[src/rtl/ctrl_seq_pkg.sv]
// Shared definitions for the control sequencer: opcodes, FSM state codes,
// bus-select codes and the bit layout of the registered control word.
package ctrl_seq_pkg;

  localparam logic [3:0] OP_NOP   = 4'h0;
  localparam logic [3:0] OP_LDMAR = 4'h7;
  localparam logic [3:0] OP_STORE = 4'h8;
  localparam logic [3:0] OP_JMP   = 4'h9;
  localparam logic [3:0] OP_JZ    = 4'hA;
  localparam logic [3:0] OP_LOOP  = 4'hB;
  localparam logic [3:0] OP_MOV   = 4'hC;
  localparam logic [3:0] OP_TX    = 4'hD;
  localparam logic [3:0] OP_RX    = 4'hE;
  localparam logic [3:0] OP_HALT  = 4'hF;

  localparam logic [2:0] ST_IDLE     = 3'd0;
  localparam logic [2:0] ST_DECODE   = 3'd1;
  localparam logic [2:0] ST_EXEC     = 3'd2;
  localparam logic [2:0] ST_WAIT_MEM = 3'd3;
  localparam logic [2:0] ST_WAIT_TX  = 3'd4;
  localparam logic [2:0] ST_WAIT_RX  = 3'd5;
  localparam logic [2:0] ST_HALT     = 3'd6;

  localparam int BUS_SEL_UART_RX = 4;

  localparam logic [4:0] MOV_DST_MEM_A = 5'b00001;
  localparam logic [4:0] MOV_DST_MEM_B = 5'b00010;
  localparam logic [4:0] MOV_DST_LR    = 5'b00011;
  localparam logic [4:0] MOV_DST_AC    = 5'b00101;
  localparam logic [4:0] MOV_DST_GPR   = 5'b00110;

  // Control word layout: datapath fields, strobes, then sequencing hints.
  localparam int CW_AC       = 0;
  localparam int CW_ALU      = 2;
  localparam int CW_MEM      = 5;
  localparam int CW_GPR_WE   = 8;
  localparam int CW_LR_WE    = 9;
  localparam int CW_LR_DEC   = 10;
  localparam int CW_TX_WE    = 11;
  localparam int CW_RX_CLR   = 12;
  localparam int CW_DRAM_WE  = 13;
  localparam int CW_PC_INC   = 14;
  localparam int CW_PC_JMP   = 15;
  localparam int CW_BR_Z     = 16;
  localparam int CW_BR_LRZ   = 17;
  localparam int CW_WAIT_MEM = 18;
  localparam int CW_WAIT_TX  = 19;
  localparam int CW_WAIT_RX  = 20;
  localparam int CW_HALT     = 21;
  localparam int CW_ILLEGAL  = 22;
  localparam int CW_W        = 23;

  typedef logic [CW_W-1:0] ctrl_word_t;

endpackage

[src/rtl/ctrl_seq_lut.sv]
// Combinational opcode/destination decoder producing one control word.
// Optional feature macro: CTRL_SEQ_ILLEGAL_TRAP_EN (undefined MOV dest traps).
module ctrl_seq_lut
  import ctrl_seq_pkg::*;
#(
  parameter int INSTR_W   = 16,
  parameter int GPR_AW    = 4,
  parameter int BUS_SEL_W = 5
) (
  input  logic [INSTR_W-1:0]   i_instr,
  output ctrl_word_t           o_cw,
  output logic [BUS_SEL_W-1:0] o_bus_sel,
  output logic [GPR_AW-1:0]    o_gpr_addr_out
);

  logic [3:0] w_op;
  logic [4:0] w_dst;
  logic       w_unused_instr;

  assign w_op           = i_instr[INSTR_W-1 -: 4];
  assign w_dst          = i_instr[4:0];
  assign w_unused_instr = i_instr[5];

  always_comb begin
    o_cw           = '0;
    o_bus_sel      = i_instr[7 +: BUS_SEL_W];
    o_gpr_addr_out = i_instr[7 +: GPR_AW];
    case (w_op)
      OP_NOP: o_cw[CW_PC_INC] = 1'b1;
      OP_LDMAR: begin
        o_cw[CW_MEM +: 3] = 3'b011;
        o_cw[CW_PC_INC]   = 1'b1;
      end
      OP_STORE: begin
        o_cw[CW_DRAM_WE]  = 1'b1;
        o_cw[CW_PC_INC]   = 1'b1;
        o_cw[CW_WAIT_MEM] = 1'b1;
      end
      OP_JMP:  o_cw[CW_PC_JMP] = 1'b1;
      OP_JZ:   o_cw[CW_BR_Z]   = 1'b1;
      OP_LOOP: begin
        o_cw[CW_BR_LRZ] = 1'b1;
        o_cw[CW_LR_DEC] = 1'b1;
      end
      OP_MOV: begin
        // MOV carries its bus source one bit lower to make room for the 5-bit dest
        o_bus_sel       = i_instr[6 +: BUS_SEL_W];
        o_gpr_addr_out  = i_instr[6 +: GPR_AW];
        o_cw[CW_PC_INC] = 1'b1;
        if (w_dst[4]) begin
          o_cw[CW_GPR_WE] = 1'b1;
        end else begin
          case (w_dst)
            MOV_DST_MEM_A: o_cw[CW_MEM +: 3] = 3'b100;
            MOV_DST_MEM_B: o_cw[CW_MEM +: 3] = 3'b010;
            MOV_DST_LR:    o_cw[CW_LR_WE]    = 1'b1;
            MOV_DST_AC:    o_cw[CW_AC +: 2]  = 2'b10;
            MOV_DST_GPR:   o_cw[CW_GPR_WE]   = 1'b1;
            default: begin
`ifdef CTRL_SEQ_ILLEGAL_TRAP_EN
              o_cw              = '0;
              o_cw[CW_ILLEGAL]  = 1'b1;
`endif
            end
          endcase
        end
      end
      OP_TX: begin
        o_cw[CW_TX_WE]   = 1'b1;
        o_cw[CW_PC_INC]  = 1'b1;
        o_cw[CW_WAIT_TX] = 1'b1;
      end
      OP_RX: begin
        o_bus_sel        = BUS_SEL_W'(BUS_SEL_UART_RX);
        o_cw[CW_GPR_WE]  = 1'b1;
        o_cw[CW_RX_CLR]  = 1'b1;
        o_cw[CW_PC_INC]  = 1'b1;
        o_cw[CW_WAIT_RX] = 1'b1;
      end
      OP_HALT: o_cw[CW_HALT] = 1'b1;
      default: begin
        // opcodes 1..6: ALU operations
        o_cw[CW_AC +: 2]  = 2'b11;
        o_cw[CW_ALU +: 3] = w_op[2:0] - 3'd1;
        o_cw[CW_PC_INC]   = 1'b1;
      end
    endcase
  end

endmodule

[src/rtl/ctrl_sequencer.sv]
// Registered multi-cycle control sequencer: IDLE -> DECODE -> EXEC (+ wait states).
// Optional feature macro: CTRL_SEQ_ILLEGAL_TRAP_EN (sticky illegal flag + HALT).
module ctrl_sequencer
  import ctrl_seq_pkg::*;
#(
  parameter int INSTR_W   = 16,
  parameter int DATA_W    = 16,
  parameter int ADDR_W    = 12,
  parameter int GPR_AW    = 4,
  parameter int BUS_SEL_W = 5
) (
  input  logic                 clk,
  input  logic                 rst_n,
  input  logic [INSTR_W-1:0]   instr,
  input  logic                 instr_valid,
  output logic                 instr_ready,
  input  logic                 z_flag,
  input  logic                 lrz_flag,
  input  logic                 tx_busy,
  input  logic                 rx_ready,
  input  logic                 dram_ack,
  output logic [BUS_SEL_W-1:0] bus_sel,
  output logic [GPR_AW-1:0]    gpr_addr_out,
  output logic [GPR_AW-1:0]    gpr_addr_in,
  output logic [ADDR_W-1:0]    jmp_addr,
  output logic [1:0]           ac_ctrl,
  output logic [2:0]           alu_ctrl,
  output logic [2:0]           mem_ctrl,
  output logic                 gpr_we,
  output logic                 lr_we,
  output logic                 lr_dec,
  output logic                 pc_inc,
  output logic                 pc_jmp,
  output logic                 uart_tx_we,
  output logic                 uart_rx_clr,
  output logic                 dram_we,
  output logic                 halted,
  output logic                 illegal
);

  if (ADDR_W > INSTR_W - 4 || DATA_W < 1) begin : g_param_check
    $error("ctrl_sequencer: ADDR_W must fit below the opcode field");
  end

  logic [2:0]           r_state;
  logic [2:0]           w_state_next;
  logic [INSTR_W-1:0]   r_instr;
  ctrl_word_t           r_cw;
  ctrl_word_t           w_lut_cw;
  logic [BUS_SEL_W-1:0] r_bus_sel;
  logic [BUS_SEL_W-1:0] w_lut_bus_sel;
  logic [GPR_AW-1:0]    r_gpr_out;
  logic [GPR_AW-1:0]    w_lut_gpr_out;
  logic [GPR_AW-1:0]    r_gpr_in;
  logic [ADDR_W-1:0]    r_jmp_addr;
  logic                 r_instr_ready;
  logic                 w_active;
  logic                 w_done;
  logic                 w_fire;

  ctrl_seq_lut #(
    .INSTR_W   (INSTR_W),
    .GPR_AW    (GPR_AW),
    .BUS_SEL_W (BUS_SEL_W)
  ) u_lut (
    .i_instr        (r_instr),
    .o_cw           (w_lut_cw),
    .o_bus_sel      (w_lut_bus_sel),
    .o_gpr_addr_out (w_lut_gpr_out)
  );

  // Release condition of the current instruction; plain ops complete immediately.
  always_comb begin
    w_done = 1'b1;
    if (r_cw[CW_WAIT_MEM])     w_done = dram_ack;
    else if (r_cw[CW_WAIT_TX]) w_done = !tx_busy;
    else if (r_cw[CW_WAIT_RX]) w_done = rx_ready;
  end

  assign w_active = (r_state == ST_EXEC) || (r_state == ST_WAIT_MEM) ||
                    (r_state == ST_WAIT_TX) || (r_state == ST_WAIT_RX);
  assign w_fire   = w_active && w_done;

  always_comb begin
    w_state_next = r_state;
    case (r_state)
      ST_IDLE:   if (instr_valid) w_state_next = ST_DECODE;
      ST_DECODE: w_state_next = ST_EXEC;
      ST_EXEC: begin
        if (r_cw[CW_HALT] || r_cw[CW_ILLEGAL]) w_state_next = ST_HALT;
        else if (w_done)                       w_state_next = ST_IDLE;
        else if (r_cw[CW_WAIT_MEM])            w_state_next = ST_WAIT_MEM;
        else if (r_cw[CW_WAIT_TX])             w_state_next = ST_WAIT_TX;
        else                                   w_state_next = ST_WAIT_RX;
      end
      ST_WAIT_MEM, ST_WAIT_TX, ST_WAIT_RX: if (w_done) w_state_next = ST_IDLE;
      ST_HALT:   w_state_next = ST_HALT;
      default:   w_state_next = ST_IDLE;
    endcase
  end

  always_ff @(posedge clk or negedge rst_n) begin
    if (!rst_n) begin
      r_state       <= ST_IDLE;
      r_instr       <= '0;
      r_cw          <= '0;
      r_bus_sel     <= '0;
      r_gpr_out     <= '0;
      r_gpr_in      <= '0;
      r_jmp_addr    <= '0;
      r_instr_ready <= 1'b0;
    end else begin
      r_state       <= w_state_next;
      // ready is registered so it stays low while reset is asserted
      r_instr_ready <= (w_state_next == ST_IDLE);
      if (r_state == ST_IDLE && instr_valid) r_instr <= instr;
      if (r_state == ST_DECODE) begin
        r_cw       <= w_lut_cw;
        r_bus_sel  <= w_lut_bus_sel;
        r_gpr_out  <= w_lut_gpr_out;
        r_gpr_in   <= r_instr[GPR_AW-1:0];
        r_jmp_addr <= r_instr[ADDR_W-1:0];
      end
    end
  end

`ifdef CTRL_SEQ_ILLEGAL_TRAP_EN
  logic r_illegal;
  always_ff @(posedge clk or negedge rst_n) begin
    if (!rst_n)                                 r_illegal <= 1'b0;
    else if (r_state == ST_EXEC && r_cw[CW_ILLEGAL]) r_illegal <= 1'b1;
  end
  assign illegal = r_illegal;
`else
  assign illegal = 1'b0;
`endif

  assign instr_ready  = r_instr_ready;
  assign halted       = (r_state == ST_HALT);
  assign bus_sel      = r_bus_sel;
  assign gpr_addr_out = r_gpr_out;
  assign gpr_addr_in  = r_gpr_in;
  assign jmp_addr     = r_jmp_addr;

  assign ac_ctrl     = w_fire ? r_cw[CW_AC +: 2]  : 2'b00;
  assign alu_ctrl    = w_fire ? r_cw[CW_ALU +: 3] : 3'b000;
  assign mem_ctrl    = w_fire ? r_cw[CW_MEM +: 3] : 3'b000;
  assign gpr_we      = w_fire && r_cw[CW_GPR_WE];
  assign lr_we       = w_fire && r_cw[CW_LR_WE];
  assign lr_dec      = w_fire && r_cw[CW_LR_DEC];
  assign uart_tx_we  = w_fire && r_cw[CW_TX_WE];
  assign uart_rx_clr = w_fire && r_cw[CW_RX_CLR];
  // dram_we is a level for the whole EXEC/WAIT_MEM span, unlike the strobes
  assign dram_we     = w_active && r_cw[CW_DRAM_WE];
  assign pc_inc      = w_fire && (r_cw[CW_PC_INC] ||
                                  (r_cw[CW_BR_Z] && !z_flag) ||
                                  (r_cw[CW_BR_LRZ] && lrz_flag));
  assign pc_jmp      = w_fire && (r_cw[CW_PC_JMP] ||
                                  (r_cw[CW_BR_Z] && z_flag) ||
                                  (r_cw[CW_BR_LRZ] && !lrz_flag));

endmodule

[config.mk]
export PLATFORM = sky130hd
export DESIGN_NAME = ctrl_sequencer
export DESIGN_NICKNAME = d
export VERILOG_FILES = /design/src/rtl/ctrl_seq_pkg.sv /design/src/rtl/ctrl_seq_lut.sv /design/src/rtl/ctrl_sequencer.sv
export SDC_FILE = /design/constraint.sdc
export NUM_CORES = 1
export LEC_CHECK = 0
export ABC_AREA = 0
export CAP_MARGIN = 15
export CORE_MARGIN = 1.5
export CORE_UTILIZATION = 57
export CTS_BUF_LIST = sky130_fd_sc_hd__clkbuf_8
export DETAILED_ROUTE_END_ITERATION = 10
export GPL_TIMING_DRIVEN = 0
export PLACE_DENSITY = 0.95
export SYNTH_ARGS = -nofsm -noshare
export SYNTH_HDL_FRONTEND = slang
export SYNTH_HIERARCHICAL = 1
export SYNTH_SLANG_ARGS = --single-unit
[constraint.sdc]
create_clock -name clk -period 3.4 [get_ports clk]
set_input_delay 0.51 -clock clk [delete_from_list [all_inputs] [get_ports clk]]
set_output_delay 0.51 -clock clk [all_outputs]
set_load 0.05 [all_outputs]
==> out/qor.txt <==
Initial antenna violation count - 0
Sequential share of the synthesized area - 49.5%
GRT overflow - 0
Max-cap check violation count - 0
EDFF count, synth - 0
Post-CTS setup repair buffer count - 0
Boundary Pins - 68
Die W - 78.3 um
Design area - 4240 um^2
Mapped Cells - 259
Worst vdd ir - 0.711 mV
Area of the die - 6130 um^2
P_leak - 2.14 nW
Clk pwr share - 14.1%
CP Launch Point - tx_busy
Final Hold Viols - 0
Reg clk slew, reported paths - 0.07 ns
CP peak stage delay - 0.81 ns
CP Capture Type - primary output
CP arrival - 2.62 ns
Int Power - 2.77 mW
Sink Count - 64
Routed len/inst - 17.1 um
Reg-to-reg slack, setup - 1.40 ns
RSZ-0062 raised after global routing - false
Hold crit path type - in2async
Dominant synthesized flop cell - dfrtp_1
First-pass GRT wire length - 11500 um
Synth cell types - 44
Fin crit share - 91.9%
Final HPWL DP - 4950 um
Final setup TNS - 0 ns
Final #Nets - 366
Net Sw Frac - 43.4%
All-layer global routing usage - 25.3%
Final Non-Filler Cells - 414
CP Depth - 6
CP Max Fanout - 9
Diodes inserted - 0
Routed wire length - 7060 um
# placed instances - 398
Critical path class - in2out
Die H - 78.3 um
Netlist Area Pre-Place - 3230 um^2
Delay-heaviest family, CP - buffers and inverters
Vias in the first global route - 2344
Via count - 2245
Cell repeated most along the worst path - clkdlybuf4s50_1
Sequential share of power - 28.7%
Post-synthesis register bit count - 64
Top area cells in the synthesized netlist - dfrtp_1 (50%), mux2_2 (16%), mux2_4 (5.1%)
F_max - 320 MHz
# DRC - 0
Max transition margin - 48.9%
Mean Syn Cell Area - 12.5 um^2
Largest net degree at the start of global routing - 34
Ys async rst share - 100%
Root Driver - clkbuf_8
Std-Cell Rows - 27
Max Slew Vio Count - 0
Clock Path Buffers - 2
Clk_skew - 0.00648 ns
Starting DRT DRC Count - 163
Sw Pwr - 2.12 mW
Reg-to-reg critical path startpoint - r_instr[12]
Buffers added on ports - 66
Reg-to-reg endpoint - bus_sel[1]
CTS tree - done
Final antenna-violating net count - 0
Fraction of layout cells with a size suffix above 1 - 31.0%
Critical Path End - pc_inc
CTS Buf Count - 9
Top-count cell post-synth - dfrtp_1
Bufs and invs on worst path - 2
Post-synth top area share - 49.5%
R2R depth - 7
Sequence of cells on the critical path - clkdlybuf4s50_1 > a21o_1 > o21ai_2 > and2_1 > nor2b_1 > clkdlybuf4s50_1
Mapped Nets - 288
Starting Density - 58.7%
DRT Pass-1 Iters - 4
Routability cong. - 0.819
Status - complete, no violations
Post-synth top cells - dfrtp_1 (64), mux2_2 (47), nand2_1 (19)
Area grow syn2layout - 31.2%
Fillers - 359
Overall Power - 4.89 mW
Slowest cell on the critical path - clkdlybuf4s50_1
Clk_lat worst skew - 0.34 ns
Core area - 5510 um^2
Setup violators final - 0
Via/cell ratio - 5.42
Combinational share of power - 57.2%
H-tree levels - 3
Worst Tran Pin Value - 0.766 ns
Pwr dens - 1150 nW/um^2
Cell taking the most area after synthesis - dfrtp_1
Syn. warnings - 6
DP Area - 4000 um^2
Worst path required time - 2.89 ns
Critical path launch point type - input port
Post-layout min period - 3.13 ns
## layout by cell type (no fill, tap or decap), types with 2 or more instances in the layout
master,count
o21ai_0,6
nand3_1,4
nor3b_1,2
a221oi_1,2
mux2_1,3
mux2_2,47
ha_1,5
buf_2,2
and2_1,6
buf_6,7
clkbuf_1,2
mux2_4,11
nor4b_1,3
nand2b_1,2
dlymetal6s2s_1,10
and3_1,15
inv_1,10
nor2_1,7
nor2b_1,4
dfrtp_1,64
conb_1,2
clkbuf_8,13
nor2_2,2
nand2_1,19
buf_4,12
clkdlybuf4s50_1,55
a22o_1,4
## logic make-up after synthesis
kind of cell | count (synthesis) | synth area share (%)
simple gates | 75 | 14.2
flops | 64 | 49.5
mux | 61 | 22.5
buf+inv | 31 | 6.65
compound gates | 19 | 4.41
fa+ha+maj | 5 | 1.93
other cells | 2 | 0.232
xor+xnor | 2 | 0.542
## state kept, by name (all words and copies together) (netlist names)
| signal | cells |
|---|---|
| bus_sel | 5 |
| gpr_addr_in | 3 |
| gpr_addr_out | 4 |
| instr_ready | 1 |
| jmp_addr | 9 |
| r_cw | 23 |
| r_instr | 16 |
| r_state | 3 |
## worst min-delay path by stage
stage                  end  slack (ns)  cells past startpoint
5_1_grt           r_cw[17]        0.29                      1
4_1_cts           r_cw[17]        0.25                      1
3_3_place_gp   jmp_addr[8]        0.47                      1
6_report          r_cw[16]        0.24                      1
3_5_place_dp   jmp_addr[4]        0.48                      1
2_1_floorplan   bus_sel[0]        0.21                      0
## metrics by stage
step / util [%] / worst slack, ns / hold slack (ns)
detailed placement: 72.6 / 0.0228 / 0.481
global route: 77.1 / 0.0848 / 0.290
floorplan: - / 1.12 / 0.214
CTS: 76.6 / 0.0168 / 0.248
global placement: 72.4 / -0.173 / 0.472
finish: 77.1 / 0.275 / 0.236
## power by group through the flow
stage	Combinational, mW	Clock [mW]	Sequential [mW]
after floorplan	1.60	0	1.81
after global placement	2.72	0	1.39
after detailed placement	2.79	0	1.41
after CTS	2.82	0.702	1.40
after global routing	2.96	0.737	1.46
final	2.80	0.690	1.40
## cell type report
class                      count  area (um^2)  share of cell area (%)
clock inverter                 3         38.8                   0.914
multi-input combinational    164         1420                    33.4
clock buffer                  13          179                    4.22
timing repair buffer          67          701                    16.5
sequential                    64         1600                    37.7
tap                           72         90.1                    2.12
inverter                       9         33.8                   0.796
buffer                        22          181                    4.28
## worst reg2reg max path, delay by kind of cell (launching register included)
family          cells  cell delay [ns]
simple gates        2             0.33
fa+ha+maj           1             0.33
buf+inv             2             0.36
mux                 1             0.26
flops               1             0.43
compound gates      1             0.19
## layer usage
layer	vias to the layer above	wire length (um)	track usage, %	share of wire (%)
met5	-	0	0	0
met4	0	129	11.4	1.8
met3	14	351	6.05	5.0
met2	78	3600	42.4	51
met1	1110	2990	31.0	42
li1	1043	-	-	-
## repair_timing
action | 4_1_cts | 5_1_grt
hold buffers | 0 | 0
resized for setup | 0 | 10
setup endpoints to repair | 0 | 10
No activity file was read; power rests on OpenSTA's default activity.
